`src/rtl/shift_chain_ctrl_pkg.sv`:
```
// Shared types and sizing helpers for the shift-chain sequencer.
package shift_chain_ctrl_pkg;

    typedef enum logic [1:0] {
        IDLE,
        RUN,
        DONE
    } state_e;

    // Counter must reach WIDTH+DEPTH inclusive.
    function automatic int cnt_width(input int width, input int depth);
        return $clog2(width + depth + 1);
    endfunction

endpackage

```
`src/rtl/shift_chain_ctrl.sv`:
```
// Serializes a word MSB-first into an external DEPTH-stage flop chain,
// captures the returning bits and flags any loopback mismatch.
module shift_chain_ctrl
    import shift_chain_ctrl_pkg::*;
#(
    parameter int WIDTH = 8,
    parameter int DEPTH = 3
) (
    input  logic             clk,
    input  logic             rst,
    input  logic             in_valid,
    output logic             in_ready,
    input  logic [WIDTH-1:0] in_data,
    output logic             ser_out,
    input  logic             ser_in,
    output logic             out_valid,
    input  logic             out_ready,
    output logic [WIDTH-1:0] out_data,
    output logic             mismatch,
    output logic             busy
);

    if (WIDTH < 2 || DEPTH < 1) begin : g_bad_params
        $error("shift_chain_ctrl: WIDTH must be >= 2 and DEPTH >= 1");
    end

    localparam int CW = cnt_width(WIDTH, DEPTH);
    localparam logic [CW-1:0] TX_LAST  = CW'(WIDTH);
    localparam logic [CW-1:0] RX_FIRST = CW'(DEPTH + 1);
    localparam logic [CW-1:0] RX_LAST  = CW'(WIDTH + DEPTH);

    state_e           state_q;
    logic [WIDTH-2:0] tx_sr_q;
    logic [WIDTH-2:0] rx_sr_q;
    logic [WIDTH-1:0] ref_q;
    logic [WIDTH-1:0] out_data_q;
    logic [CW-1:0]    cyc_q;
    logic             ser_out_q;
    logic             mismatch_q;
    logic [WIDTH-1:0] rx_word_d;

    // The MSB is driven straight from in_data on accept, so only the
    // remaining WIDTH-1 bits are kept in tx_sr; rx_sr likewise omits the
    // bit that is still arriving on ser_in.
    assign rx_word_d = {rx_sr_q, ser_in};

    always_ff @(posedge clk) begin
        if (rst) begin
            state_q    <= IDLE;
            tx_sr_q    <= '0;
            rx_sr_q    <= '0;
            ref_q      <= '0;
            out_data_q <= '0;
            cyc_q      <= '0;
            ser_out_q  <= 1'b0;
            mismatch_q <= 1'b0;
        end else begin
            unique case (state_q)
                IDLE: begin
                    if (in_valid) begin
                        tx_sr_q   <= in_data[WIDTH-2:0];
                        ref_q     <= in_data;
                        ser_out_q <= in_data[WIDTH-1];
                        rx_sr_q   <= '0;
                        cyc_q     <= CW'(1);
                        state_q   <= RUN;
                    end
                end
                RUN: begin
                    if (cyc_q < TX_LAST) begin
                        ser_out_q <= tx_sr_q[WIDTH-2];
                        tx_sr_q   <= tx_sr_q << 1;
                    end else begin
                        ser_out_q <= 1'b0;
                    end
                    if (cyc_q >= RX_FIRST) begin
                        rx_sr_q <= rx_word_d[WIDTH-2:0];
                    end
                    cyc_q <= cyc_q + CW'(1);
                    if (cyc_q == RX_LAST) begin
                        out_data_q <= rx_word_d;
                        mismatch_q <= (rx_word_d != ref_q);
                        state_q    <= DONE;
                    end
                end
                DONE: begin
                    if (out_ready) begin
                        state_q <= IDLE;
                    end
                end
                default: state_q <= IDLE;
            endcase
        end
    end

    assign in_ready  = (state_q == IDLE);
    assign out_valid = (state_q == DONE);
    assign busy      = (state_q != IDLE);
    assign ser_out   = ser_out_q;
    assign out_data  = out_data_q;
    assign mismatch  = mismatch_q;

endmodule

```
`config.mk`:
```
export PLATFORM = sky130hd
export DESIGN_NAME = shift_chain_ctrl
export DESIGN_NICKNAME = d
export VERILOG_FILES = /design/src/rtl/shift_chain_ctrl_pkg.sv /design/src/rtl/shift_chain_ctrl.sv
export SDC_FILE = /design/constraint.sdc
export NUM_CORES = 1
export LEC_CHECK = 0
export ABC_AREA = 1
export BUFFER_PORTS_ARGS = -buffer_cell sky130_fd_sc_hd__buf_2
export CAP_MARGIN = 0
export CORE_UTILIZATION = 59
export CTS_CLUSTER_DIAMETER = 200
export DETAILED_ROUTE_END_ITERATION = 10
export GPL_TIMING_DRIVEN = 0
export PLACE_DENSITY = 0.86
export SYNTH_ARGS = -nofsm -noshare
export SYNTH_HDL_FRONTEND = slang
export SYNTH_SLANG_ARGS = --single-unit
```
`constraint.sdc`:
```
create_clock -name clk -period 3.4 [get_ports clk]
set_input_delay 0.68 -clock clk [delete_from_list [all_inputs] [get_ports clk]]
set_output_delay 0.68 -clock clk [all_outputs]
set_load 0.05 [all_outputs]
```
Word level (Yosys, flattened, before mapping)

Cells that the tools add are included.

Output and inout bits: 13
Input port bits: 13
Register bits after elaboration: 38
Logic and storage cells: 44

Order comparisons: 2
Equality and inequality tests: 9
Reduce and logical (&&, ||, !) cells: 9
$add $sub $neg: 1
Mux-type cells: 15

Operators by type and width:

| cell                                                               | count |
|---|---|
| two-way mux 7 bit                                                  | 4 |
| one-hot mux 7 bit (2 select lines)                                 | 2 |
| AND reduction 3 bit                                                | 3 |
| inequality test 2 bit (second input constant)                      | 4 |
| inequality test 8 bit                                              | 1 |
| one-hot mux 4 bit (2 select lines)                                 | 1 |
| two-way mux 2 bit                                                  | 3 |
| one-hot mux 2 bit (3 select lines)                                 | 1 |
| AND reduction 2 bit                                                | 3 |
| adder 4 x 1 -> 4 bit (second input constant)                       | 1 |
| == test 4 bit (second input constant)                              | 1 |
| greater-or-equal comparator 4 x 3 -> 1 bit (second input constant) | 1 |
| < comparator 4 bit (second input constant)                         | 1 |
| two-way mux 4 bit                                                  | 1 |
| nonzero test 2 bit                                                 | 2 |
| == test 2 x 1 -> 1 bit (second input constant)                     | 1 |
| == test 2 bit (second input constant)                              | 1 |
| zero test 2 bit                                                    | 1 |
| two-way mux 1 bit                                                  | 2 |
| inequality test 2 x 1 -> 1 bit (second input constant)             | 1 |
| one-hot mux 1 bit (2 select lines)                                 | 1 |

Logic depth before layout (Yosys ltp)

Gate-level depths: netlist of the first run.

Word-level depth: 3
Mapped depth: 9
Gate-level depth less buffers: 7

Worst setup path after synthesis of the first run

OpenSTA, ideal clock, no wires.

Path type: flip-flop to output port
From: reg state_q[1]
To: out out_valid
Slack: 1.645 ns
Buffers on the path: 0
Arrival time: 1.075 ns
Cell stages (with the launch flop): 3
Required time: 2.720 ns
Cells stage by stage: dfxtp_1 -> inv_2 -> nor2_1

Longest elaborated chain between the ends: 1

Ends and longest elaborated chain:

| element                | RTL line               | source |
|---|---|---|
| from (decl)            | shift_chain_ctrl.sv:32 | `state_e state_q;` |
| from (signal assigned) | shift_chain_ctrl.sv:49 | `state_q <= IDLE;` |
| from (signal assigned) | shift_chain_ctrl.sv:66 | `state_q <= RUN;` |
| from (signal assigned) | shift_chain_ctrl.sv:83 | `state_q <= DONE;` |
| == test 2 bit          | shift_chain_ctrl.sv:97 | `assign out_valid = (state_q == DONE);` |
| to (decl)              | shift_chain_ctrl.sv:16 | `output logic out_valid,` |

Every way passes these cells.

Worst setup path in the final report of the first run

Ends and elaborated chain as after synthesis.

==> results of run 1 <==
[sequential cells by signal (all words and copies together), names as in the netlist]
signal and count:
state_q 2, mismatch 1, cyc_q 4, tx_sr_q 7, out_data 8, ref_q 8
rx_sr_q 7, ser_out 1
[worst max-delay path: cells and delay by family, from the launching register on]
kind	cells	cell delay, ns
DFF	1	0.38
buffers and inverters	2	0.35
and+or+nand+nor	1	0.12
[synthesized netlist by cell type (all sizes together)]
master,count,share of area (%)
nand2,60,15
dfxtp,38,46
nand3,4,1.2
inv,20,4.7
clkbuf,3,0.68
buf,4,2.6
ha,1,0.76
o21ai,28,8.7
a21oi,26,8.6
nor2,38,9.7
xor2,3,1.6
[per-stage QoR]
step           std cells  power (mW)
6_report             288       0.914
3_5_place_dp         280       0.607
5_1_grt              288       0.949
2_1_floorplan        225       0.576
3_3_place_gp         280       0.604
4_1_cts              288       0.913
[cells by family after synthesis]
group,Yosys count,share of synthesized area [%]
flops,38,46.1
xor+xnor,3,1.59
simple gates,102,26.4
buf+inv,27,7.95
fa+ha+maj,1,0.757
compound gates,54,17.3
[final timing paths]
| kind | to |
|---|---|
| max | out_valid |
| min reg2reg | ref_q[1] |
| min | ref_q[1] |
| max reg2reg | out_data[7] |
[metal layers]
metal	global-route usage (%)	part of all wire, %	up-vias	wire (µm)
met5	0	0	-	0
met4	10.4	1.8	0	60
met3	8.74	5.6	10	190
met2	42.8	46	40	1560
met1	29.7	46	693	1560
li1	-	-	783	-
[layout by cell type (no fill, tap or decap), drive strengths merged]
cell type	Yosys	final
o21ai	28	28
buf	4	29
dfxtp	38	38
a21oi	26	26
nand2	60	60
xor2	3	3
ha	1	1
nor2	38	38
clkinvlp	0	2
nand3	4	4
bufinv	0	1
clkbuf	3	8
inv	20	20
[area by class of cell]
cell class / count / area, µm²
multi-input cells: 160 / 759
well taps: 30 / 37.5
flip-flops and latches: 38 / 761
inverters: 20 / 77.6
fillers: 223 / 671
clock inverters: 3 / 45.0
repair buffers: 25 / 125
clock buffers: 5 / 37.5
plain buffers: 7 / 53.8
[report_power, final]
group	internal, mW	switching [mW]
clock network	0.154	0.160
logic	0.0417	0.0780
registers	0.466	0.0135
==> impl_metrics.toml, run 1 <==
[critical_path]
rr_worst_depth = 6
critPathSlowestCell = "dfxtp_1"
crit_path_start_kind = "flip-flop"
max_stage_delay_ns = 0.38
crit_type = "reg -> out"
path_cells = "inv_2, nor2_1, buf_2"
crit_fanout = 3
regToRegSetupSlack_ns = 2.03
endpoint_kind = "primary output"
crit_required_ns = 2.72
reg2reg_from = "cyc_q[0]"
crit_arrival_ns = 1.21
cp-startpoint = "state_q[1]"

[clocking]
htreeDepth = 2
post_cts_buffers = 0
numClockSinks = 38
cts_root_buf = "clkbuf_4"
clockBufferDepth = 2
cts_buffers = 5
clk_pin_slew_ns = 0.13
clk_latency_ns = 0.36
cts_hold_buf = 0
cts_tree = "built"
ctsResizeCount = 0

[timing]
setup_ws_ns = 1.51
fin_skew_ns = 0.0122
fin_crit_sh_pct = 55.5
grt_setup_unrepaired = "false"
slew_headroom_pct = 69.9
holdWs_ns = 0.476
worst_slew_pin_slew_ns = 0.452
setup_viol = 0
max_freq_ghz = 0.530
slew_viol_final = 0
min_period_ns = 1.89
hold_viol_final = 0
fin_tns_setup_ns = 0

[placement]
io_buffers = 25
placed_area_um2 = 1810
pre_cts_ws_ns = 1.69
gp_congestion = 0.838
dp_hpwl_um = 2410

[synthesis]
synth_fp_nets = 239
avgSynthCellArea_um2 = 7.34
yosysUniqueCellTypes = 22
synthesis.area_um2 = 1650
synth_seq_cells = 38
yosys_warnings = 0
syn-instance-count = 225
yosysSeqAreaShare_pct = 46.1

[detailed_routing]
first_pass_iters = 4
antenna_left = 0
drc_errors = 0
viasPerCell = 5.30
wl_per_cell_um = 11.7
drt_iter0_markers = 27
drt-total-wl_um = 3370
via_count = 1526

[grt]
grt_pass1_vias = 1246
grtUsageTotal_pct = 25.5
grt_overflow = 0
antenna_found_initial = 0
grt_pass1_wl_um = 5260
grt_start_max_net_pins = 14

[die]
rows = 18
die_h_um = 54.9
initial_core_util_pct = 64.3
dieArea_um2 = 3020
core-area_um2 = 2570
die-width_um = 54.9
ioPinCount = 26

[min_path]
worstHoldPathCells = 2
holdCritStartpoint = "ref_q[1]"
hold_class = "reg -> reg"

[power]
p_leak_nw = 0.861
ir_worst_vdd_mv = 0.410
powerDensity_nw_per_um2 = 482

[layout]
final_design_area_no_fill_um2 = 1900
antenna_cells = 0
area_growth_pct = 14.8
drive_above_1_share_pct = 22.1
final_core_util_pct = 73.9
nNetsFinal = 271

[flow_run]
maxCapViolCount = 0

[run_status]
status = "finished clean"
Note: power is estimated with default switching activity, not from simulation.
==> run 2: changes to the inputs <==
--- a/config.mk
+++ b/config.mk
@@ -8,11 +8,11 @@
 export ABC_AREA = 1
 export BUFFER_PORTS_ARGS = -buffer_cell sky130_fd_sc_hd__buf_2
 export CAP_MARGIN = 0
-export CORE_UTILIZATION = 59
+export CORE_UTILIZATION = 55
 export CTS_CLUSTER_DIAMETER = 200
 export DETAILED_ROUTE_END_ITERATION = 10
 export GPL_TIMING_DRIVEN = 0
-export PLACE_DENSITY = 0.86
+export PLACE_DENSITY = 0.81
 export SYNTH_ARGS = -nofsm -noshare
 export SYNTH_HDL_FRONTEND = slang
 export SYNTH_SLANG_ARGS = --single-unit
==> constraint.sdc (replaced) <==
create_clock -name clk -period 1.8 [get_ports clk]
set_input_delay 0.36 -clock clk [delete_from_list [all_inputs] [get_ports clk]]
set_output_delay 0.36 -clock clk [all_outputs]
set_load 0.05 [all_outputs]
==> impl_metrics.toml, run 2 (same netlist as run 1, synthesis figures left out) <==
[run_status]
status = "complete, but fails checks"
violations = "design-rule violations"

[timing]
fin_tns_setup_ns = 0
holdWs_ns = 0.203
min_period_ns = 1.60
slew_viol_final = 0
max_freq_ghz = 0.625
fin_skew_ns = 0.0134
grt_setup_unrepaired = "false"
setup_ws_ns = 0.199
setup_viol = 0
hold_viol_final = 0
worst_slew_pin_slew_ns = 0.468
fin_crit_sh_pct = 88.9
slew_headroom_pct = 68.8

[placement]
placed_cells = 281
dp_hpwl_um = 2420
gp_congestion = 0.783
placed_area_um2 = 1820
pre_cts_ws_ns = 0.320
io_buffers = 25

[layout]
layout_common_cells = "nand2_1, dfxtp_1, nor2_1"
nNetsFinal = 271
drive_above_1_share_pct = 22.1
antenna_cells = 0
layout_commonest_cell = "nand2_1"
fin_cells = 289
area_growth_pct = 13.8
final_core_util_pct = 67.0
final_design_area_no_fill_um2 = 1880

[detailed_routing]
drc_errors = 4
first_pass_iters = 8
via_count = 1453
drt-total-wl_um = 3370
wl_per_cell_um = 11.7
viasPerCell = 5.03
antenna_left = 0
drt_iter0_markers = 81

[critical_path]
rr_worst_depth = 6
crit_fanout = 3
regToRegSetupSlack_ns = 0.46
worstReg2RegEnd = "out_data[7]"
endpoint_kind = "primary output"
crit_required_ns = 1.44
cp-endpoint = "out_valid"
crit_path_start_kind = "flip-flop"
crit_type = "reg -> out"
crit_arrival_ns = 1.24
cp-startpoint = "state_q[1]"
reg2reg_from = "cyc_q[0]"

[clocking]
clk_pin_slew_ns = 0.12
clockBufferDepth = 2
cts_tree = "built"
numClockSinks = 38
htreeDepth = 2
cts_hold_buf = 0
clk_latency_ns = 0.37
cts_buffers = 5
cts_root_buf = "clkbuf_4"
post_cts_buffers = 0
ctsResizeCount = 0

[die]
rows = 19
ioPinCount = 26
core-area_um2 = 2810
initial_core_util_pct = 58.9
dieArea_um2 = 3230
die_h_um = 56.8
die-width_um = 56.8

[grt]
grt_overflow = 0
grtUsageTotal_pct = 23.6
grt_pass1_wl_um = 5640
met3_usage_pct = 7.60
grt_start_max_net_pins = 13
grt_pass1_vias = 1280
use_met2_pct = 38.3
met1_usage_pct = 28.4
antenna_found_initial = 0
busiest_layer = "met2"

[power]
ir_worst_vdd_mv = 0.459
total_power_mw = 1.61
p_leak_nw = 0.858
powerDensity_nw_per_um2 = 857

[flow_run]
maxCapViolCount = 0

[min_path]
hold_class = "in -> reg"
-- run 2: changes by cell type in the layout (fill, tap and decap cells not counted) --
cell	before	now
clkinv_2	0	1
bufinv_16	1	0
clkinvlp_4	2	1
clkbuf_8	0	1
-- run 2: final cells by class --
cell class / instances / area (µm²)
fill: 269 / 926
clock inverter: 2 / 12.5
tap: 31 / 38.8
sequential: 38 / 761
multi-input combinational: 160 / 759
inverter: 20 / 77.6
buffer: 7 / 53.8
clock buffer: 6 / 51.3
timing repair buffer: 25 / 125
-- run 2: where the power goes --
part | internal [mW] | switching, mW
Combinational | 0.0787 | 0.145
Clock | 0.188 | 0.295
Sequential | 0.881 | 0.0249
Total | 1.15 | 0.464
-- run 2: critical path: stages (launching register included) --
cell	delay, ns
dfxtp_1	0.39
inv_2	0.07
nor2_1	0.13
buf_2	0.28
-- run 2: routing by layer --
metal	routed length [µm]	part of all wire, %	vias up
li1	-	-	778
met1	1590	47	644
met2	1550	46	27
met3	165	4.9	4
met4	54	1.6	0
met5	0	0	-
-- run 2: worst min-delay path by stage --
stage,from,end,slack (ns),cells past startpoint
finish,rst,tx_sr_q[0],0.20,2
CTS,rst,tx_sr_q[0],0.20,2
floorplan,rst,ref_q[0],0.43,1
detailed placement,ref_q[4],ref_q[4],0.46,2
global placement,tx_sr_q[0],tx_sr_q[0],0.46,2
global route,rst,tx_sr_q[0],0.19,2
